`src/rtl/rr_mux_n_to_1.sv`:
```
// N-to-1 registered round-robin stream multiplexer with valid/ready handshakes.
// Optional RR_MUX_FORCE_EN adds force_en/force_sel to restrict the grant.
module rr_mux_n_to_1 #(
   parameter int N = 4,
   parameter int W = 4
) (
   input  logic                   clk,
   input  logic                   rst_n,
   input  logic [N*W-1:0]         in_data,
   input  logic [N-1:0]           in_valid,
   output logic [N-1:0]           in_ready,
   output logic [W-1:0]           out_data,
   output logic [$clog2(N)-1:0]   out_chan,
   output logic                   out_valid,
`ifdef RR_MUX_FORCE_EN
   input  logic                   force_en,
   input  logic [$clog2(N)-1:0]   force_sel,
`endif
   input  logic                   out_ready
);

   localparam int SELW = $clog2(N);

   logic [SELW-1:0] r_ptr;
   logic [SELW-1:0] r_chan;
   logic [W-1:0]    r_data;
   logic            r_valid;

   logic [N-1:0]    w_elig;
   logic            w_found;
   logic [SELW-1:0] w_grant;
   logic [SELW-1:0] w_ptr_nxt;
   logic            w_load_ok;
   logic            w_xfer;

   // Gating with rst_n keeps in_ready low while reset is held.
   assign w_load_ok = rst_n & (~r_valid | out_ready);

`ifdef RR_MUX_FORCE_EN
   logic [N-1:0] w_force_mask;

   always_comb begin
      w_force_mask = '0;
      for (int k = 0; k < N; k++) begin
         w_force_mask[k] = (int'(force_sel) == k);
      end
   end

   assign w_elig = force_en ? (in_valid & w_force_mask) : in_valid;
`else
   assign w_elig = in_valid;
`endif

   // First eligible channel searching upward from r_ptr with wrap.
   always_comb begin
      int v_idx;
      w_found = 1'b0;
      w_grant = '0;
      v_idx   = 0;
      for (int i = 0; i < N; i++) begin
         v_idx = int'(r_ptr) + i;
         if (v_idx >= N) begin
            v_idx = v_idx - N;
         end
         if (!w_found && w_elig[SELW'(v_idx)]) begin
            w_found = 1'b1;
            w_grant = SELW'(v_idx);
         end
      end
   end

   assign w_xfer    = w_load_ok & w_found;
   assign w_ptr_nxt = (w_grant == SELW'(N - 1)) ? '0 : w_grant + SELW'(1);

   always_comb begin
      in_ready = '0;
      if (w_xfer) begin
         in_ready[w_grant] = 1'b1;
      end
   end

   always_ff @(posedge clk or negedge rst_n) begin
      if (!rst_n) begin
         r_ptr   <= '0;
         r_chan  <= '0;
         r_data  <= '0;
         r_valid <= 1'b0;
      end else if (w_load_ok) begin
         if (w_found) begin
            r_data  <= in_data[int'(w_grant) * W +: W];
            r_chan  <= w_grant;
            r_valid <= 1'b1;
            r_ptr   <= w_ptr_nxt;
         end else begin
            r_valid <= 1'b0;
         end
      end
   end

   assign out_data  = r_data;
   assign out_chan  = r_chan;
   assign out_valid = r_valid;

endmodule
```
`config.mk`:
```
export PLATFORM = sky130hd
export DESIGN_NAME = rr_mux_n_to_1
export DESIGN_NICKNAME = d
export VERILOG_FILES = /design/src/rtl/rr_mux_n_to_1.sv
export SDC_FILE = /design/constraint.sdc
export NUM_CORES = 1
export LEC_CHECK = 0
export CAP_MARGIN = 5
export CORE_MARGIN = 8
export CORE_UTILIZATION = 42
export CTS_CLUSTER_DIAMETER = 40
export DETAILED_ROUTE_END_ITERATION = 16
export GPL_TIMING_DRIVEN = 1
export HOLD_SLACK_MARGIN = 0.06
export PLACE_DENSITY = 0.82
export SLEW_MARGIN = 20
export SYNTH_ARGS = -nofsm -noshare
export SYNTH_HDL_FRONTEND = slang
export SYNTH_SLANG_ARGS = --single-unit
```
`constraint.sdc`:
```
create_clock -name clk -period 2.8 [get_ports clk]
set_clock_uncertainty 0.2 [all_clocks]
set_input_delay 0.42 -clock clk [delete_from_list [all_inputs] [get_ports clk]]
set_output_delay 0.42 -clock clk [all_outputs]
set_load 0.01 [all_outputs]
```
# Yosys cells after proc, flatten, opt, wreduce, memory -nomap -nowiden

Index checks and enable logic that the tools add are counted.

Logic and storage cells: 65
Register bits after elaboration: 9
Bits of input ports: 23

Shift operators: 1
Bitwise logic cells: 4
Reduce and logical (&&, ||, !) cells: 8
$lt $le $gt $ge: 10
$add $sub $neg: 8
Eq/ne operators: 1
Multiplexer cells: 29

Operators with widths:

| cell                                                                                | count |
|---|---|
| 2-bit two-way mux                                                                   | 9 |
| 2-bit by 4-bit less-than comparator with 1-bit output, second input constant        | 4 |
| 16-bit by 5-bit variable part select with 4-bit output                              | 1 |
| 1-bit two-way mux                                                                   | 14 |
| 3-bit greater-or-equal comparator, second input constant                            | 3 |
| 1-bit binary-select mux with 2-bit select                                           | 4 |
| 2-bit by 1-bit subtractor with 2-bit output, second input constant                  | 4 |
| 2-bit by 2-bit adder with 3-bit output, second input constant                       | 2 |
| 1-bit logical AND                                                                   | 4 |
| 4-bit two-way mux                                                                   | 1 |
| 2-bit by 1-bit adder with 3-bit output, second input constant                       | 1 |
| 2-bit by 3-bit greater-or-equal comparator with 1-bit output, second input constant | 1 |
| 1-bit zero test                                                                     | 3 |
| 2-bit by 3-bit less-than comparator with 1-bit output, second input constant        | 1 |
| 2-bit by 1-bit adder with 2-bit output, second input constant                       | 1 |
| 1-bit bitwise AND                                                                   | 2 |
| 1-bit demux with 2-bit select                                                       | 1 |
| 2-bit == test, second input constant                                                | 1 |
| 2-bit by 1-bit greater-or-equal comparator with 1-bit output, second input constant | 1 |
| 2-bit AND reduction                                                                 | 1 |
| 1-bit inverter                                                                      | 1 |
| 1-bit OR                                                                            | 1 |

# Depth between registers and ports, before layout

Gate-level depths: netlist of run 1.

Depth after elaboration: 20
Gate-level depth with buffers: 6
Depth with buffers taken out: 6

# Worst setup path before layout of run 1

Ideal clock, no wire load.

Path type: flip-flop to output port
Start point: reg r_ptr[1]
End point: out in_ready[0]
Slack: 705 ps
Path buffers: 0
Arrival: 1475 ps
Required time: 2180 ps
Stages on the path, launching flop included: 7
Cells stage by stage: dfrtp_1 -> nor2b_4 -> o21a_2 -> nor3_4 -> inv_4 -> ha_1 -> and2_1

Cells in the longest elaborated chain, start to end: 20

RTL lines:

| element                                                                                                                                                     | RTL line | source |
|---|---|---|
| start: declaration                                                                                                                                          | 24       | `logic [SELW-1:0] r_ptr;` |
| start signal: assignment                                                                                                                                    | 93       | `r_ptr <= w_ptr_nxt;` |
| branches (longest 14 deep; another with 2-bit by 1-bit adder with 3-bit output)                                                                             | n/a      |  |
| 2-bit two-way mux (*)                                                                                                                                       | 65       | `if (!w_found && w_elig[SELW'(v_idx)]) begin` |
| net w_grant[0]                                                                                                                                              | 31       | `logic [SELW-1:0] w_grant;` |
| 2-bit by 3-bit less-than comparator with 1-bit output (implied by the code) or 2-bit by 1-bit greater-or-equal comparator with 1-bit output (tied branches) | 78       | `in_ready[w_grant] = 1'b1;` |
| 1-bit logical AND (implied by the code)                                                                                                                     | 78       |  |
| 1-bit two-way mux (implied by the code)                                                                                                                     | 78       |  |
| 1-bit demux with 2-bit select (*)                                                                                                                           | 78       |  |
| 4-bit two-way mux (*)                                                                                                                                       | 77       | `if (w_xfer) begin` |
| end: declaration                                                                                                                                            | 11       | `output logic [N-1:0] in_ready,` |

Mark *: on every way through the listed nets, which the timed path passes. The select of a mux whose other input is x is not followed.

# Final worst setup path of run 1

Start point: in in_valid[1]
End point: out in_ready[0]

Cells in the longest elaborated chain, start to end: 18

RTL lines:

| element                                                                                                                                                     | RTL line | source |
|---|---|---|
| start: declaration                                                                                                                                          | 10       | `input logic [N-1:0] in_valid,` |
| 1-bit binary-select mux with 2-bit select                                                                                                                   | 65       |  |
| 1-bit two-way mux (implied by the code) (2 in series)                                                                                                       | 65       |  |
| 1-bit two-way mux                                                                                                                                           | 65       |  |
| 1-bit zero test                                                                                                                                             | 65       |  |
| 1-bit logical AND                                                                                                                                           | 65       |  |
| 1-bit two-way mux                                                                                                                                           | 65       |  |
| 1-bit zero test                                                                                                                                             | 65       |  |
| 1-bit logical AND                                                                                                                                           | 65       |  |
| [... 2 more ...]                                                                                                                                            | n/a      |  |
| 1-bit logical AND                                                                                                                                           | 65       |  |
| 2-bit two-way mux (*)                                                                                                                                       | 65       |  |
| net w_grant[1]                                                                                                                                              | 31       |  |
| 2-bit by 3-bit less-than comparator with 1-bit output (implied by the code) or 2-bit by 1-bit greater-or-equal comparator with 1-bit output (tied branches) | 78       |  |
| 1-bit logical AND (implied by the code)                                                                                                                     | 78       |  |
| 1-bit two-way mux (implied by the code)                                                                                                                     | 78       |  |
| 1-bit demux with 2-bit select (*)                                                                                                                           | 78       |  |
| 4-bit two-way mux (*)                                                                                                                                       | 77       |  |

Mark *: on every way through the listed nets, which the timed path passes. The rest lies on a longest branch. The select of a mux whose other input is x is not followed.

==> flow_summary_export.csv, run 1 <==
group,metric,value,unit
yosys,netlist_area,706,um^2
finish,nFillCells,133,
finish,fin_nets,154,
placement,dp_hpwl,1760,um
yosys,yosys_register_bits,9,
power_and_ir_drop,swShare,37.4,%
yosys,synth_top_family_by_area,"simple AND/OR/NAND/NOR gates",
finish,regArea,225,um^2
routing,ant_nets,0,
power_and_ir_drop,ir_drop,0.303,mV
yosys,synth_top_area_cell,"dfrtp_1",
yosys,synth-seq-area-share,31.9,%
critical_path,r2r_slack,0.83,ns
placement,post_dp_cell_area,1150,um^2
die,die_x,57.0,um
critical_path,crit_end,"in_ready[0]",
global_routing,grt_pass1_vias,814,
critical_path,crit_path_end_kind,"primary output",
critical_path,crit_required,2.18,ns
timing,hold_viol_final,0,
timing,rsz0062_at_grt,"no",
timing,fmax,372,MHz
clock_network,cts-hold-fix-buffers,0,
clock_network,clockBufferDepth,2,
placement,gp_congestion,0.823,
yosys,yosysUniqueCellTypes,30,
placement,placed_cells,138,
timing,setup_slack,0.115,ns
yosys,synth-simple-area-share,29.4,%
power_and_ir_drop,power_frac_seq,28.5,%
clock_network,clock_sinks,9,
routing,wirelength,2200,um
yosys,yosys-top-cells-area,"dfrtp_1, ha_1, nand2_1",
routing,remaining_drc_errors,0,
die,dieArea,3250,um^2
yosys,syn-num-nets,104,
global_routing,grt_util_all_layers,14.1,%
clock_network,numCtsBuffers,3,
die,coreArea,1650,um^2
placement,dpl_worst_slack,-0.208,ns
timing,period_needed,2.69,ns
yosys,avgSynthCellArea,9.16,um^2
global_routing,grt_max_degree,13,
timing,worst_slew_pin_slew,0.333,ns
global_routing,grt_pass1_wl,3730,um
yosys,yosys-mux-area-fraction,5.67,%
finish,area_delta_synth_final,66.3,%
critical_path,rr_worst_depth,7,
critical_path,crit_start,"in_valid[1]",
yosys,synthAdderAreaFrac,7.09,%
routing,via_per_inst,5.44,
die,ios,34,
routing,via_count,778,
power_and_ir_drop,power,0.000754,W
critical_path,crit_type,"in -> out",
critical_path,cp_max_fo,4,
routing,wire_per_inst,15.4,um
critical_path,arrival,2.07,ns
flow_run,maxCapViolCount,0,
clock_network,path_clk_slew,0.07,ns
timing,relSlewSlack,77.7,%
hold_path,worstHoldPathType,"in -> async",
timing,drv_slew,0,
routing,drtIter0Drc,29,
die,chipHeight,57.0,um
power_and_ir_drop,p_sw,0.000282,W
power_and_ir_drop,p_int,0.000472,W
power_and_ir_drop,clkPwrFrac,14.5,%
clock_network,tritoncts,"built",
power_and_ir_drop,p_leak,0.541,nW
power_and_ir_drop,pwr-share-comb,57.0,%
yosys,synth_compound_area_share,23.2,%
global_routing,grt.overflow.total,0,
finish,design_area,1170,um^2
clock_network,htree_levels,1,
placement,port_buffers,33,
clock_network,cts_root_buf,"clkbuf_4",
critical_path,worstReg2RegEnd,"out_data[1]$_DFFE_PN0P_",
finish,multi_input_area,462,um^2
run_status,outcome,"completed",
finish,n_antenna_cell,0,
yosys,synth_xor_area_share,0,%
yosys,synth_top_area_share,31.9,%
routing,firstDrtPassIters,4,
finish,post_route_cells_drive_above_1_share,22.2,%
die,rows,15,
timing,setup_violations,0,
yosys,netlist_instances,77,
timing,min_period_over_period,95.9,%
clock_network,clk_latency,0.27,ns
yosys,ys_warn_count,0,
critical_path,reg2reg_from,"r_ptr[1]$_DFFE_PN0P_",
power_and_ir_drop,powerDensity,642,nW/um^2
finish,final_cell_count_no_fill,143,
die,initial_core_util,42.7,%
global_routing,grt_antenna_before_repair,0,
critical_path,cp-start-kind,"input port",
-- how the worst min path moves through the flow --
stage	cells past startpoint	from	to	slack, ns
after floorplan	0	rst_n	out_chan[0]$_DFFE_PN0P_	-0.08
after global placement	2	out_data[2]$_DFFE_PN0P_	out_data[2]$_DFFE_PN0P_	0.27
after detailed placement	2	out_data[2]$_DFFE_PN0P_	out_data[2]$_DFFE_PN0P_	0.27
after CTS	2	rst_n	out_data[2]$_DFFE_PN0P_	0.27
after global routing	2	rst_n	out_data[2]$_DFFE_PN0P_	0.28
final	2	rst_n	out_data[2]$_DFFE_PN0P_	0.26
-- worst max-delay path, stage by stage --
cell,delay (ns)
clkdlybuf4s50_1,0.51
nor3b_1,0.07
a211o_1,0.27
and2b_4,0.18
inv_2,0.06
ha_1,0.13
and2_1,0.13
dlygate4sd2_1,0.28
-- cell type report --
cell class,count,share of cell area (%)
multi-input cells,64,39.3
well taps,17,1.81
repair buffers,47,36.6
inverters,2,0.853
flip-flops and latches,9,19.2
clock buffers,4,2.24
-- repair_timing --
action / CTS / global route
setup buffers: 1 / 0
resized for setup: 5 / 0
setup endpoints to repair: 4 / 0
-- power groups by stage --
stage / clock network, W / logic, W / registers, W
3_3_place_gp: 0 / 0.000415 / 0.000214
4_1_cts: 0.000107 / 0.000431 / 0.000215
6_report: 0.000109 / 0.000430 / 0.000215
3_5_place_dp: 0 / 0.000429 / 0.000217
2_1_floorplan: 0 / 0.000209 / 0.000227
5_1_grt: 0.000116 / 0.000469 / 0.000223
-- per-stage QoR --
step,utilization (%),setup TNS (ns),hold slack (ns)
final,71.1,0,0.264
after global routing,71.1,0,0.283
after CTS,71.1,0,0.266
after detailed placement,69.4,-0.772,0.274
after global placement,69.4,-0.659,0.265
after floorplan,-,0,-0.0756
-- cell usage in the layout, fill, tap and decap left out --
cell	Yosys	final
dlygate4sd2_1	0	5
clkbuf_1	1	1
nand2_1	12	12
and2_1	4	4
o31ai_1	4	4
buf_4	0	14
a22o_1	1	1
nor2b_4	1	1
and2b_4	1	1
or2_2	1	1
ha_1	4	4
nor3b_1	1	1
inv_4	1	1
o21a_2	1	1
a21oi_1	1	1
nand2b_1	2	2
nor3_4	1	1
clkbuf_4	0	3
nand3_1	1	1
dfrtp_1	9	9
a211o_1	5	5
o311ai_1	4	4
nand4_1	4	4
a21o_2	1	1
inv_2	1	1
mux2i_1	4	4
clkdlybuf4s50_1	0	28
o21ai_1	3	3
and3_1	1	1
nor2_1	4	4
a21oi_2	1	1
nor2_2	1	1
nand2b_4	1	1
-- registers in the layout (all words and copies together), names as in the netlist --
signal,count
out_chan,2
out_valid,1
out_data,4
r_ptr,2
-- synth_stat cells --
cell,number
a22o_1,1
inv_2,1
and3_1,1
nor2b_4,1
dfrtp_1,9
a21oi_1,1
nand4_1,4
nor3_4,1
a21oi_2,1
a211o_1,5
clkbuf_1,1
buf_2,1
nor3b_1,1
nand2_1,12
and2_1,4
nand2b_1,2
o21ai_1,3
and2b_4,1
inv_4,1
nand2b_4,1
a21o_2,1
o21a_2,1
ha_1,4
nand3_1,1
or2_2,1
mux2i_1,4
nor2_1,4
o31ai_1,4
nor2_2,1
o311ai_1,4
-- metal layers --
layer	vias to the layer above	wire (um)	global-route usage (%)
li1	390	-	-
met1	356	863	15.9
met2	30	1130	23.3
met3	2	185	3.99
met4	0	21	7.72
met5	-	0	0
-- cell families after synthesis --
kind of cell,Yosys count
muxes,4
AOI/OAI and AO/OA,21
buffers and inverters,4
adders and majority gates,4
and+or+nand+nor,35
DFF,9
(Power assumes the default switching activity.)
==> run 2, diff against run 1 <==
CORE_UTILIZATION = 39   (was 42)
PLACE_DENSITY = 0.77   (was 0.82)
REMOVE_ABC_BUFFERS = 1   (was default)
clock period = 2.5 ns   (was 2.8 ns; I/O delays follow)
==> run 2 against run 1 <==
Net effect: sequential share of layout area decreased by 0.26 points; sequential cell count unchanged; setup slack got worse by 0.041 ns; combinational power increased by 20%; critical path depth decreased by 2; sequential power increased by 9%; total power increased by 15%; routed wire length decreased by 0.73%; clock-buffer cell count unchanged; critical endpoint is now in_ready[3]; highest routed layer unchanged.
==> flow_summary_export.csv, run 2 (synthesis gave the netlist of run 1 again) <==
group,metric,value,unit
die,initial_core_util,41.3,%
timing,worst_slew_pin_slew,0.267,ns
power_and_ir_drop,p_leak,0.546,nW
power_and_ir_drop,clkPwrFrac,13.5,%
finish,nFillCells,136,
global_routing,grt_pass1_wl,3550,um
routing,via_count,783,
critical_path,worst-path-buf-inv,1,
timing,hold_viol_final,0,
timing,relSlewSlack,82.1,%
routing,drtIter0Drc,13,
clock_network,cts_root_buf,"clkbuf_4",
timing,setup_violations,0,
placement,dpl_worst_slack,-0.465,ns
power_and_ir_drop,power_frac_seq,27.0,%
placement,gp_congestion,0.764,
power_and_ir_drop,pwr-share-comb,59.5,%
timing,rsz0062_at_grt,"no",
global_routing,grt_max_degree,18,
clock_network,cts-hold-fix-buffers,0,
timing,setup_slack,0.0741,ns
timing,fmax,412,MHz
power_and_ir_drop,swShare,37.0,%
routing,via_per_inst,5.15,
finish,largest_reg_flops,4,
power_and_ir_drop,ir_drop,0.388,mV
clock_network,clockBufferDepth,2,
die,chipHeight,58.5,um
routing,firstDrtPassIters,4,
critical_path,cp_cell_sequence,"nor3b_2, a211o_1, and2b_4, ha_1, and2_1, dlygate4sd2_1",
timing,period_needed,2.43,ns
routing,wirelength,2180,um
die,die_x,58.5,um
finish,regArea,226,um^2
power_and_ir_drop,p_sw,0.000322,W
critical_path,critPathSlowestCell,"dfrtp_2",
clock_network,clk_latency,0.27,ns
finish,fin_nets,155,
global_routing,grt_pass1_vias,805,
global_routing,grt.overflow.total,0,
flow_run,maxCapViolCount,0,
placement,placed_cells,147,
clock_network,numCtsBuffers,3,
placement,port_buffers,33,
critical_path,crit_path_end_kind,"primary output",
global_routing,grt_antenna_before_repair,0,
critical_path,crit_required,1.92,ns
die,rows,15,
finish,multi_input_area,480,um^2
hold_path,worstHoldPathType,"in -> async",
power_and_ir_drop,powerDensity,726,nW/um^2
timing,drv_slew,0,
timing,min_period_over_period,97.0,%
clock_network,path_clk_slew,0.06,ns
finish,area_delta_synth_final,69.5,%
die,dieArea,3430,um^2
power_and_ir_drop,p_int,0.000547,W
critical_path,cp_max_fo,6,
finish,n_antenna_cell,0,
clock_network,clock_sinks,9,
finish,layout_common_cells,"clkdlybuf4s50_1, buf_4, nand2_1, dfrtp_1",
global_routing,grt_util_all_layers,13.6,%
finish,post_route_cells_drive_above_1_share,26.8,%
clock_network,tritoncts,"built",
run_status,outcome,"completed",
critical_path,crit_family,"simple AND/OR/NAND/NOR gates",
critical_path,max_stage_delay,0.44,ns
critical_path,cp-start-kind,"flop",
die,coreArea,1710,um^2
critical_path,crit_type,"reg -> out",
finish,layout_commonest_cell,"clkdlybuf4s50_1",
routing,remaining_drc_errors,0,
critical_path,arrival,1.85,ns
routing,wire_per_inst,14.4,um
finish,final_cell_count_no_fill,152,
placement,dp_hpwl,1760,um
routing,ant_nets,0,
clock_network,htree_levels,1,
die,ios,34,
[run 2: routing by layer]
metal  vias up  share of wire (%)  track usage (%)
met5         -                  0                0
met4         0                3.7             11.2
met3         7                7.3             3.26
met2        37                 50             23.3
met1       352                 38             13.7
li1        387                  -                -
[run 2: what timing repair did]
| action | 4_1_cts | 5_1_grt |
|---|---|---|
| endpoints found under the setup margin | 4 | 3 |
| buffers inserted | 1 | 0 |
| gates resized for setup | 15 | 5 |
| pin swaps | 4 | 2 |
[run 2: cell type report]
cell class                      count  area share (%)
Multi-Input combinational cell     64            40.2
Tap cell                           25            2.62
Timing Repair Buffer               48            35.3
Inverter                            2           0.837
Sequential cell                     9            18.9
Clock buffer                        4            2.20
[run 2: metrics by stage]
stage	utilization, %	setup TNS [ns]	power (W)	instance area, um^2	hold WS (ns)
final	70.0	0	0.000869	1200	0.251
after global placement	68.1	-1.57	0.000728	1160	0.267
after CTS	70.6	-0.00167	0.000874	1210	0.248
after floorplan	-	0	0.000487	697	-0.121
after global routing	70.0	0	0.000932	1200	0.270
after detailed placement	68.1	-1.71	0.000741	1160	0.276
[run 2: path summary, 6_finish.rpt]
kind	slack, ns	depth (start not counted)	from	to
max	0.07	6	r_ptr[0]$_DFFE_PN0P_	in_ready[3]
min	0.25	2	rst_n	out_chan[0]$_DFFE_PN0P_
max reg2reg	0.63	7	r_ptr[1]$_DFFE_PN0P_	out_data[3]$_DFFE_PN0P_
min reg2reg	0.29	2	out_chan[1]$_DFFE_PN0P_	out_chan[1]$_DFFE_PN0P_
max in group asynchronous	1.69	2	rst_n	r_ptr[0]$_DFFE_PN0P_
min in group clk	0.29	2	out_chan[1]$_DFFE_PN0P_	out_chan[1]$_DFFE_PN0P_
[run 2: power groups by stage]
stage               Combinational [W]  Sequential [W]  Clock, W
global placement             0.000496        0.000232         0
detailed placement           0.000507        0.000234         0
finish                       0.000517        0.000234  0.000118
global route                 0.000565        0.000240  0.000127
floorplan                    0.000233        0.000255         0
CTS                          0.000518        0.000234  0.000122
==> edit (flow settings as in run 2) <==
Reset style: synchronous (`rst_n`), changed in one clocked block.
--- a/src/rtl/rr_mux_n_to_1.sv
+++ b/src/rtl/rr_mux_n_to_1.sv
@@ -79,7 +79,7 @@
       end
    end
 
-   always_ff @(posedge clk or negedge rst_n) begin
+   always_ff @(posedge clk) begin
       if (!rst_n) begin
          r_ptr   <= '0;
          r_chan  <= '0;
Behaviour: differs if rst_n is asserted again (counterexample within 4 cycles, from zero or initial values and one cycle with rst_n low); with rst_n held inactive, the same outputs for 10 cycles.
==> edit against run 2 <==
Sequential cell count stayed put. Area after synthesis shrank 12%. Critical path depth up 2. Sequential power decreased by 16%. Total power shrank 25%. Wire length is 2.6% lower. Setup slack lost 0.024 ns. Final area down 7.9%. First-iteration DRC count decreased by 23%.
==> edit: results (changes against run 2) <==
stage,metric,value,unit,change
outcome,outcome,finished clean,,unchanged
logic_synthesis,synth_compound_area_share,15.9,%,was 23.2%
worst_setup_path,crit_path_top_delay_cell,or4_4,,was dfrtp_2
timing,hold_slack,0.260,ns,was 0.251 ns
placement,post-place-ws,-0.497,ns,was -0.465 ns
cells_and_area,inv_count,3,,was 2
worst_setup_path,path_max_fanout,4,,was 6
global_route,grt_max_degree,11,,was 18
cells_and_area,clock_area_share,2.50,%,was 2.20%
global_route,grt_pass1_wl,3490,um,was 3550 um
detailed_routing,via_count,710,,was 783
cells_and_area,nets,149,,was 155
worst_setup_path,slowest_delay,0.55,ns,was 0.44 ns
cells_and_area,multi_input_area_share,40.3,%,was 40.2%
logic_synthesis,synthAdderAreaFrac,8.06,%,was 7.09%
cells_and_area,seq_area,180,um2,was 226 um2
pwr,p_leak,0.511,nW,was 0.546 nW
logic_synthesis,syn_area_per_cell,8.87,um2,was 9.16 um2
timing,worst_pin_slew,0.407,ns,was 0.267 ns
cells_and_area,clockBufferCount,3,,was 4
worst_setup_path,reg2reg_depth,6,,was 7
worst_setup_path,critPathCapture,in_ready[2],,was in_ready[3]
cells_and_area,nonClkBufAreaFrac,38.0,%,was 35.3%
worst_setup_path,reg2reg_from,r_ptr[0]$_SDFFE_PN0P_,,was r_ptr[1]$_DFFE_PN0P_
logic_synthesis,muxShareOfSynthArea,12.9,%,was 5.67%
worst_setup_path,r2r_slack,0.51,ns,was 0.63 ns
cells_and_area,area_delta_synth_final,77.4,%,was 69.5%
cells_and_area,n_fill_cell,111,,was 136
worst_setup_path,cp_data_arrival_time,1.88,ns,was 1.85 ns
hold_path,min_path_type,reg -> reg,,was in -> async
worst_setup_path,critPathLaunch,in_valid[0],,was r_ptr[0]$_DFFE_PN0P_
cells_and_area,multi_input_gates,57,,was 64
detailed_routing,drt_iter0_drc,10,,was 13
logic_synthesis,synth_area_leaders,"dfxtp_1 29%, mux2i_1 13%, ha_1 8.1%",,"was dfrtp_1 32%, ha_1 7.1%, nand2_1 6.4%"
logic_synthesis,synthArstFlopShare,0,%,was 100%
placement,dpl-instance-area,1080,um2,was 1160 um2
## edit: changes by cell type after synthesis, moves of 3 or more
| cell | delta |
|---|---|
| o221ai_1 | +3 |
| nand3_1 | +7 |
| nand4_1 | -4 |
| nand2_1 | -6 |
| mux2i_1 | +4 |
| a211o_1 | -4 |
| o311ai_1 | -4 |
| dfrtp_1 | -9 |
| o31ai_1 | -4 |
| dfxtp_1 | +9 |
## edit: routing by layer
layer  track usage (%)  share of wire (%)  vias up
met5                 0                  0        -
met4              5.15               0.71        0
met3              5.25                5.8        2
met2              24.7                 55       19
met1              13.9                 39      331
li1                  -                  -      358
## edit: where the power goes
part	leakage, nW	switching (mW)	internal, mW	total (mW)
Combinational	0.418	0.152	0.189	0.341
Sequential	0.0748	0.0216	0.175	0.196
Clock	0.0177	0.0551	0.0592	0.114
## edit: timing repair
| item | 4_1_cts | 5_1_grt |
|---|---|---|
| setup buffers | 0 | 0 |
| endpoints found under the setup margin | 4 | 1 |
| pin swaps | 3 | 2 |
| gates resized for setup | 26 | 0 |
